File: src/rtl/stopwatch_pkg.sv
// Shared types for the stopwatch controller slice: controller state encoding and time word width.
package stopwatch_pkg;

  localparam int TIME_W = 16;

  typedef enum logic [1:0] {
    IDLE  = 2'd0,
    RUN   = 2'd1,
    LAP   = 2'd2,
    PAUSE = 2'd3
  } state_t;

endpackage

File: src/rtl/edge_det.sv
// Rising-edge detector for a debounced button level; history resets to 1 so a button
// held through reset does not produce an event.
module edge_det (
  input  logic clk,
  input  logic rst,
  input  logic din,
  output logic rise
);

  logic prev;

  // NOTE: sequential state uses non-blocking assignments so every register samples pre-edge values.
  always_ff @(posedge clk) begin
    if (rst) prev <= 1'b1;
    else     prev <= din;
  end

  assign rise = din & ~prev;

endmodule

File: src/rtl/lap_display_ctrl.sv
// Stopwatch run/pause/lap controller: sequences the time counter and selects live or lap time
// for the display mux. Optional lap auto-return after HOLD_TICKS ticks under `LAP_TIMEOUT_EN.
module lap_display_ctrl
  import stopwatch_pkg::*;
#(
  parameter int W          = TIME_W,
  parameter int HOLD_TICKS = 300
) (
  input  logic         clk,
  input  logic         rst,
  input  logic         btn_start,
  input  logic         btn_lap,
  input  logic         btn_clr,
  input  logic         tick,
  input  logic [W-1:0] live_time,
  output logic         count_en,
  output logic         count_clr,
  output logic [W-1:0] lap_time,
  output logic         disp_sel
);

  state_t state_q, state_d;
  logic   start_ev, lap_ev, clr_ev;
  logic   clr_fire, lap_capture, timeout;

  edge_det u_start (.clk(clk), .rst(rst), .din(btn_start), .rise(start_ev));
  edge_det u_lap   (.clk(clk), .rst(rst), .din(btn_lap),   .rise(lap_ev));
  edge_det u_clr   (.clk(clk), .rst(rst), .din(btn_clr),   .rise(clr_ev));

`ifdef LAP_TIMEOUT_EN
  localparam int HOLD_W = $clog2(HOLD_TICKS + 1);
  localparam logic [HOLD_W-1:0] HOLD_LAST = HOLD_W'(HOLD_TICKS - 1);
  logic [HOLD_W-1:0] hold_cnt;

  assign timeout = (state_q == LAP) && tick && (hold_cnt == HOLD_LAST);

  // Counts only while LAP persists; any exit or fresh entry starts again from zero.
  always_ff @(posedge clk) begin
    if (rst)                                    hold_cnt <= '0;
    else if (state_q != LAP || state_d != LAP)  hold_cnt <= '0;
    else if (tick)                              hold_cnt <= hold_cnt + 1'b1;
  end
`else
  logic unused_tick;
  assign unused_tick = tick ^ (HOLD_TICKS != 0);
  assign timeout     = 1'b0;
`endif

  always_ff @(posedge clk) begin
    if (rst) state_q <= IDLE;
    else     state_q <= state_d;
  end

  // NOTE: every combinational output gets a default first, so no path can infer a latch.
  always_comb begin
    state_d     = state_q;
    clr_fire    = 1'b0;
    lap_capture = 1'b0;
    unique case (state_q)
      IDLE: begin
        if (clr_ev)        clr_fire = 1'b1;
        else if (start_ev) state_d  = RUN;
      end
      RUN: begin
        if (start_ev) state_d = PAUSE;
        else if (lap_ev) begin
          state_d     = LAP;
          lap_capture = 1'b1;
        end
      end
      LAP: begin
        if (start_ev)              state_d = PAUSE;
        else if (lap_ev || timeout) state_d = RUN;
      end
      PAUSE: begin
        if (clr_ev) begin
          state_d  = IDLE;
          clr_fire = 1'b1;
        end else if (start_ev) state_d = RUN;
      end
      default: state_d = IDLE;
    endcase
  end

  always_comb begin
    count_en = (state_q == RUN) || (state_q == LAP);
    disp_sel = (state_q == LAP);
  end

  always_ff @(posedge clk) begin
    if (rst) begin
      count_clr <= 1'b0;
      lap_time  <= '0;
    end else begin
      count_clr <= clr_fire;
      if (clr_fire)         lap_time <= '0;
      else if (lap_capture) lap_time <= live_time;
    end
  end

endmodule

File: config.mk
export PLATFORM = sky130hd
export DESIGN_NAME = lap_display_ctrl
export DESIGN_NICKNAME = d
export VERILOG_FILES = /design/src/rtl/stopwatch_pkg.sv /design/src/rtl/edge_det.sv /design/src/rtl/lap_display_ctrl.sv
export SDC_FILE = /design/constraint.sdc
export NUM_CORES = 1
export LEC_CHECK = 0
export ABC_AREA = 1
export CAP_MARGIN = 15
export CELL_PAD_IN_SITES_DETAIL_PLACEMENT = 1
export CELL_PAD_IN_SITES_GLOBAL_PLACEMENT = 1
export CORE_UTILIZATION = 30
export DETAILED_ROUTE_END_ITERATION = 7
export GPL_ROUTABILITY_DRIVEN = 0
export GPL_TIMING_DRIVEN = 0
export PLACE_DENSITY_LB_ADDON = 0.1
export SETUP_SLACK_MARGIN = 0.1
export SYNTH_ARGS = -nofsm -noshare
export SYNTH_HDL_FRONTEND = slang
export SYNTH_HIERARCHICAL = 1
export SYNTH_SLANG_ARGS = --single-unit
File: constraint.sdc
create_clock -name clk -period 2.3 [get_ports clk]
set_input_delay 0.575 -clock clk [delete_from_list [all_inputs] [get_ports clk]]
set_output_delay 0.575 -clock clk [all_outputs]
set_load 0.005 [all_outputs]
==> metrics.log, run 1 <==
[metrics] crit start category: register
[metrics] pin count of the biggest net entering global routing: 13
[metrics] sum of negative setup slack: 0 ns
[metrics] placed cell areas: 0.00140 sq mm
[metrics] worst slack, placed: 0.214 ns
[metrics] Post-route DRC: 0
[metrics] worst reg2reg startpoint: state_q[0]$_SDFFE_PP0P_
[metrics] dominant cell by count in the synthesized netlist: sky130_fd_sc_hd__nand2_1
[metrics] number of antenna violations at the first check in global routing: 0
[metrics] Highest Clock Rate: roughly 470 MHz
[metrics] share of Yosys cell area claimed by the top area cell type: 0.464
[metrics] start-to-end type of the worst setup path: register to output port
[metrics] CTS tree: yes
[metrics] residual overflow from global routing: 0
[metrics] CP required: 1.73 ns
[metrics] relative area change from synthesis to final layout: 53.9%
[metrics] starting density of the core: 0.314
[metrics] area of the die: 0.00339 sq mm
[metrics] most area-consuming cells after synthesis: sky130_fd_sc_hd__dfxtp_1, sky130_fd_sc_hd__nand2_1, sky130_fd_sc_hd__a21oi_1, sky130_fd_sc_hd__ha_1, sky130_fd_sc_hd__inv_1
[metrics] endpoint class of the critical path: output port
[metrics] CP top delay family: buffers and inverters
[metrics] mean instance size in the synthesized netlist: approximately 7.7 sq um
[metrics] post-synth net total: 151
[metrics] Register-to-Register Setup Slack: ~0.8 ns
[metrics] post-synthesis cell area: 950 sq um
[metrics] CTS Hold Bufs: 0
[metrics] fraction of layout cells with a size suffix above 1: 0.124
[metrics] highest ir drop seen on vdd: between 0.0002 and 0.0003 V
[metrics] Bufs on Longest Clock Path: 2
[metrics] routed via count divided by cell count: ~4.3
[metrics] Final Max Slew Viols: 0
[metrics] Detail Route Antenna Nets: 0
[metrics] actual slew at the worst max-slew pin: 0.342 ns
[metrics] Post-layout nets: just under 200
[metrics] total power draw: roughly 0.0007 W
[metrics] Inserted Diodes: 0
[metrics] Rel. slew slack: 0.772
[metrics] Die X-Extent: between 50 and 60 microns
[metrics] number of logic stages on the critical path including buffering: 3
[metrics] final critical-path required period: 2.14 ns
[metrics] number of synthesis warnings: 6
[metrics] Pwr Density: 477 mW/mm^2
[metrics] maximum single-stage delay on the critical path: 0.51 ns
[metrics] number of max-cap violations: 0
[metrics] total detailed-routing wirelength: 2520 microns
[metrics] global-route wire length before repair: 4130 microns
[metrics] Max Fanout on Critical Path: 3
[metrics] termination of the worst setup path: count_en
[metrics] routed len/inst: 11.8 microns
[metrics] detailed-routing iteration count for the pre-antenna-repair pass: 4
[metrics] Critical Path, Cell by Cell: inv_1 -> ha_4 -> clkdlybuf4s50_1
[metrics] cell taking the most area after synthesis: sky130_fd_sc_hd__dfxtp_1
[metrics] clock latency on the worst-skew pair: 0.31 ns
[metrics] number of flops mapped to enable cells by yosys: 0
[metrics] Synth Register Bits: 22
[metrics] number of failing setup endpoints in the final timing report: 0
[metrics] H-tree levels: 1
[metrics] predominant post-synthesis flop cell: sky130_fd_sc_hd__dfxtp_1
[metrics] reg-to-reg endpoint: lap_time[9]$_SDFFE_PP0P_
[metrics] vias: 921
[metrics] post-synthesis instance total: between 100 and 150
[metrics] unrepaired setup endpoints after global routing: no
[metrics] Final Hold Viols: 0
[metrics] type of the worst min-delay path: register to register
[metrics] run status: finished, final reports clean
[metrics] number of buffers added on ports: 39
[metrics] Core Footprint: around 0.003 sq mm
[metrics] GR Util All Layers: 0.161
[metrics] DIE HEIGHT: about 58 microns
[metrics] most instantiated cells after synthesis: sky130_fd_sc_hd__nand2_1, sky130_fd_sc_hd__dfxtp_1, sky130_fd_sc_hd__a21oi_1, sky130_fd_sc_hd__inv_1, sky130_fd_sc_hd__ha_1
[metrics] Distinct cells, synth: 17
[metrics] source of the critical timing path: state_q[0]$_SDFFE_PP0P_
[metrics] CTS buffer count: 3
[metrics] post-synthesis async set-or-reset flop share: 0
[metrics] clk root buf: sky130_fd_sc_hd__clkbuf_4
[metrics] sequential fraction of the synthesis area: 0.464
[metrics] Cell Rows: 20
[metrics] via count of the first global-routing pass: roughly 950
[metrics] CTS clock-pin slew for the worst setup and hold paths: 0.13 ns
[metrics] Worst Hold Path Cells: 2
[metrics] fin crit share: 0.928
[metrics] half-perimeter wire length after detailed placement: 1930 microns
[metrics] depth of the worst register-to-register path: 5
[metrics] Arrival @ worst endpoint: 1.56 ns
[metrics] violation count after the first detailed-routing iteration: 20
[metrics] CP max-delay cell: sky130_fd_sc_hd__clkdlybuf4s50_1
[metrics] worst setup slack after layout: 0.164 ns
[metrics] post-route standard cell area excluding fillers: 0.00146 sq mm
[metrics] leakage power of the design: 0.556 nW
[metrics] Max Clock Skew: 0.00709 ns
[metrics] CP Buf/Inv Count: 2
[metrics] count of clock tree sinks: 22
[metrics] Top-Level Pins: approximately 40
[report_power, final]
| part | total [W] | switching [W] | internal, W | leakage, nW |
|---|---|---|---|---|
| Sequential | 0.000390 | 0.00000297 | 0.000387 | 0.179 |
| Clock | 0.000217 | 0.000120 | 0.0000966 | 0.0210 |
| Combinational | 0.0000903 | 0.0000389 | 0.0000514 | 0.356 |
[worst register-to-register path: stages (launching register included)]
cell	delay, ns
sky130_fd_sc_hd__dfxtp_2	0.35
sky130_fd_sc_hd__inv_1	0.13
sky130_fd_sc_hd__ha_4	0.23
sky130_fd_sc_hd__o21bai_2	0.32
sky130_fd_sc_hd__buf_2	0.30
sky130_fd_sc_hd__a21oi_1	0.07
[layout by cell type, fill, tap and decap left out, types with 2 or more instances in the layout]
cell type / synthesis / routed
sky130_fd_sc_hd__buf_6: 2 / 2
sky130_fd_sc_hd__nand3_1: 3 / 3
sky130_fd_sc_hd__buf_4: 0 / 2
sky130_fd_sc_hd__clkdlybuf4s50_1: 0 / 39
sky130_fd_sc_hd__a21oi_2: 2 / 2
sky130_fd_sc_hd__dfxtp_1: 22 / 20
sky130_fd_sc_hd__clkbuf_4: 0 / 3
sky130_fd_sc_hd__dfxtp_2: 0 / 2
sky130_fd_sc_hd__nor2_2: 3 / 3
sky130_fd_sc_hd__nand2_1: 49 / 49
sky130_fd_sc_hd__inv_1: 14 / 14
sky130_fd_sc_hd__a21oi_1: 16 / 16
sky130_fd_sc_hd__ha_1: 5 / 4
[how the worst min path moves through the flow]
stage,from,endpoint,slack [ns]
2_1_floorplan,lap_time[10]$_SDFFE_PP0P_,lap_time[10]$_SDFFE_PP0P_,0.46
3_3_place_gp,lap_time[6]$_SDFFE_PP0P_,lap_time[6]$_SDFFE_PP0P_,0.45
3_5_place_dp,lap_time[11]$_SDFFE_PP0P_,lap_time[11]$_SDFFE_PP0P_,0.46
4_1_cts,lap_time[11]$_SDFFE_PP0P_,lap_time[11]$_SDFFE_PP0P_,0.48
5_1_grt,state_q[1]$_SDFFE_PP0P_,state_q[1]$_SDFFE_PP0P_,0.50
6_report,lap_time[11]$_SDFFE_PP0P_,lap_time[11]$_SDFFE_PP0P_,0.47
[registers in the layout, indices dropped and copies added (netlist names)]
| name | count |
|---|---|
| lap_time | 16 |
| state_q | 2 |
| count_clr | 1 |
| u_clr/prev | 1 |
| u_lap/prev | 1 |
| u_start/prev | 1 |
[per-layer routing]
metal	vias to the layer above	GRT usage	wire length [microns]
li1	474	-	-
met1	419	0.187	1090
met2	24	0.276	1270
met4	0	0.0884	38
met3	4	0.0335	122
met5	-	0	0
[per-stage QoR]
stage	util	instances	hold WS [ns]
after floorplan	-	124	0.455
after global placement	0.461	207	0.445
after detailed placement	0.461	207	0.459
after CTS	0.478	211	0.476
after global routing	0.483	213	0.501
final	0.483	213	0.469
[repair_timing]
item / 4_1_cts / 5_1_grt
resized for setup: 3 / 0
setup buffers: 0 / 2
setup endpoints to repair: 1 / 2
gates cloned: 0 / 0
[final cells by class]
type / count / area (sq um)
Fill cell: 383 / 1570
Sequential cell: 22 / 443
Inverter: 15 / 56.3
Tap cell: 44 / 55.1
Multi-Input combinational cell: 84 / 438
Buffer: 3 / 27.5
Clock buffer: 4 / 36.3
Timing Repair Buffer: 41 / 405
[kinds of logic after synthesis]
family	count (synthesis)	share of synthesized area
AOI/OAI and AO/OA	21	0.132
DFF	22	0.464
and+or+nand+nor	58	0.250
buffers and inverters	18	0.0883
adders and majority gates	5	0.0659
No activity file was read; power rests on OpenSTA's default activity.
==> inputs of run 2 (changes only) <==
--- a/config.mk
+++ b/config.mk
@@ -19,3 +19,4 @@
 export SYNTH_HDL_FRONTEND = slang
 export SYNTH_HIERARCHICAL = 1
 export SYNTH_SLANG_ARGS = --single-unit
+export TNS_END_PERCENT = 5
==> results of run 2 <==
No change in the layout: final DEF, timing and power equal those of run 1.
==> inputs of run 3 (changes only) <==
--- a/config.mk
+++ b/config.mk
@@ -9,6 +9,7 @@
 export CAP_MARGIN = 15
 export CELL_PAD_IN_SITES_DETAIL_PLACEMENT = 1
 export CELL_PAD_IN_SITES_GLOBAL_PLACEMENT = 1
+export CORE_MARGIN = 3
 export CORE_UTILIZATION = 30
 export DETAILED_ROUTE_END_ITERATION = 7
 export GPL_ROUTABILITY_DRIVEN = 0
==> metrics.log, run 3 (synthesized netlist as in run 1, its figures left out) <==
[metrics] run status: finished, final reports clean
[metrics] vias: 903 (-2.0%)
[metrics] starting density of the core: 0.330 (+0.0165)
[metrics] pin count of the biggest net entering global routing: 13 (unchanged)
[metrics] violation count after the first detailed-routing iteration: 18 (-10%)
[metrics] routed via count divided by cell count: 4.28 (-1.0%)
[metrics] Inserted Diodes: 0 (unchanged)
[metrics] residual overflow from global routing: 0 (unchanged)
[metrics] total detailed-routing wirelength: 2460 microns (-2.3%)
[metrics] Max Fanout on Critical Path: 3 (unchanged)
[metrics] crit start category: register
[metrics] detailed-routing iteration count for the pre-antenna-repair pass: 4 (unchanged)
[metrics] via count of the first global-routing pass: 967 (+2.2%)
[metrics] placed cell areas: 0.00139 sq mm (-0.18%)
[metrics] H-tree levels: 1 (unchanged)
[metrics] Arrival @ worst endpoint: 1.51 ns (-0.05 ns)
[metrics] Highest Clock Rate: 480 MHz (+2.5%)
[metrics] Rel. slew slack: 0.779 (+0.00762)
[metrics] count of clock tree sinks: 22 (unchanged)
[metrics] met2 Use GR: 0.247 (-0.0286)
[metrics] CTS clock-pin slew for the worst setup and hold paths: 0.11 ns (-0.02 ns)
[metrics] number of max-cap violations: 0 (unchanged)
[metrics] Bufs on Longest Clock Path: 2 (unchanged)
[metrics] Pwr Density: 471 mW/mm^2 (-1.2%)
[metrics] GR Util All Layers: 0.133 (-0.0278)
[metrics] Final Hold Viols: 0 (unchanged)
[metrics] DIE HEIGHT: 62.3 microns (+6.9%)
[metrics] depth of the worst register-to-register path: 5 (unchanged)
[metrics] Final Max Slew Viols: 0 (unchanged)
[metrics] commonest non-fill, non-tap cells in the layout: sky130_fd_sc_hd__nand2_1, sky130_fd_sc_hd__clkdlybuf4s50_1, sky130_fd_sc_hd__dfxtp_1, sky130_fd_sc_hd__a21oi_1, sky130_fd_sc_hd__inv_1
[metrics] area of the die: 0.00388 sq mm (+14%)
[metrics] fraction of layout cells with a size suffix above 1: 0.124 (unchanged)
[metrics] Max Clock Skew: 0.00521 ns (-0.00188 ns)
[metrics] number of failing setup endpoints in the final timing report: 0 (unchanged)
[metrics] number of antenna violations at the first check in global routing: 0 (unchanged)
[metrics] post-route standard cell area excluding fillers: 0.00146 sq mm (-0.17%)
[metrics] number of buffers added on ports: 39 (unchanged)
[metrics] Top reg by flops: lap_time
[metrics] met3 layer usage reported by global route: 0.0342 (+0.000752)
[metrics] routed len/inst: 11.6 microns (-1.4%)
[metrics] Detail Route Antenna Nets: 0 (unchanged)
[metrics] Cell Rows: 19 (-5.0%)
[metrics] clock latency on the worst-skew pair: 0.30 ns (about the same)
[metrics] half-perimeter wire length after detailed placement: 1960 microns (+1.8%)
[metrics] start-to-end type of the worst setup path: register to output port
[metrics] type of the worst min-delay path: register to register
[metrics] global-route wire length before repair: 4260 microns (+3.0%)
[metrics] Worst Hold Path Cells: 2 (unchanged)
[metrics] sum of negative setup slack: 0 ns (unchanged)
[metrics] met1 routing resource usage after global routing: 0.155 (-0.0325)
[metrics] endpoint class of the critical path: output port
[metrics] CP required: 1.73 ns (about the same)
[metrics] leakage power of the design: 0.556 nW (unchanged)
[metrics] worst slack, placed: 0.196 ns (-0.0171 ns)
[metrics] number of flip-flops in the largest register: 16 (unchanged)
[metrics] final critical-path required period: 2.08 ns (-0.0514 ns)
[metrics] CTS tree: yes
[metrics] worst setup slack after layout: 0.216 ns (+0.0514 ns)
[metrics] clk root buf: sky130_fd_sc_hd__clkbuf_4
[metrics] worst hold-check slack: 0.465 ns (-0.00385 ns)
[metrics] relative area change from synthesis to final layout: 53.6%
[metrics] Core Footprint: 0.00288 sq mm (-5.0%)
[metrics] actual slew at the worst max-slew pin: 0.331 ns (-0.0114 ns)
[metrics] fin crit share: 0.906 (-0.0224)
[metrics] Post-layout nets: 197 (unchanged)
[metrics] layer carrying the most global-route usage: met2
[metrics] Die X-Extent: 62.3 microns (+6.9%)
[metrics] Top-Level Pins: 41 (unchanged)
[metrics] highest ir drop seen on vdd: 0.000475 V (+83%)
[metrics] Post-route DRC: 0 (unchanged)
[metrics] CTS buffer count: 3 (unchanged)
[metrics] largest registers: lap_time: 16 flops, state_q: 2 flops
[metrics] most common cell after layout, fill and taps aside: sky130_fd_sc_hd__nand2_1
[metrics] unrepaired setup endpoints after global routing: no
run 3: layer usage:
metal  share of wire  up-vias
li1                -      471
met1            0.44      407
met2            0.51       23
met3           0.049        2
met4          0.0041        0
met5               0        -
run 3: path summary, 6_finish.rpt:
path | start | endpoint | slack, ns
max | state_q[1]$_SDFFE_PP0P_ | count_en | 0.22
min reg2reg | lap_time[11]$_SDFFE_PP0P_ | lap_time[11]$_SDFFE_PP0P_ | 0.46
max reg2reg | state_q[0]$_SDFFE_PP0P_ | lap_time[12]$_SDFFE_PP0P_ | 0.82
min | lap_time[11]$_SDFFE_PP0P_ | lap_time[11]$_SDFFE_PP0P_ | 0.46
run 3: layout make-up:
cell class	count	area, sq um
fillers	358	1420
plain buffers	3	27.5
inverters	15	56.3
flip-flops and latches	22	443
clock buffers	4	36.3
repair buffers	41	405
well taps	42	52.6
multi-input cells	84	438
run 3: power by group:
part	total (W)	leakage (nW)	internal [W]	switching [W]
registers	0.000390	0.179	0.000387	0.00000279
clock network	0.000208	0.0210	0.0000965	0.000111
logic	0.0000898	0.356	0.0000514	0.0000384
total	0.000688	0.556	0.000535	0.000153
run 3: what timing repair did:
action | CTS | global route
hold buffers | 0 | 0
endpoints found under the setup margin | 1 | 1
resized for setup | 2 | 1
setup buffers | 2 | 0
pin swaps | 0 | 0
run 3: critical path: stages, from the launching register on:
cell                              delay (ns)
sky130_fd_sc_hd__dfxtp_2                0.35
sky130_fd_sc_hd__inv_1                  0.08
sky130_fd_sc_hd__ha_4                   0.29
sky130_fd_sc_hd__clkdlybuf4s50_1        0.49
run 3: metrics by stage:
stage	total power, W	utilization	cells
after floorplan	0.000433	-	124
after detailed placement	0.000486	0.484	205
after global routing	0.000729	0.507	211
final	0.000688	0.507	211
after CTS	0.000698	0.503	211
after global placement	0.000483	0.484	205
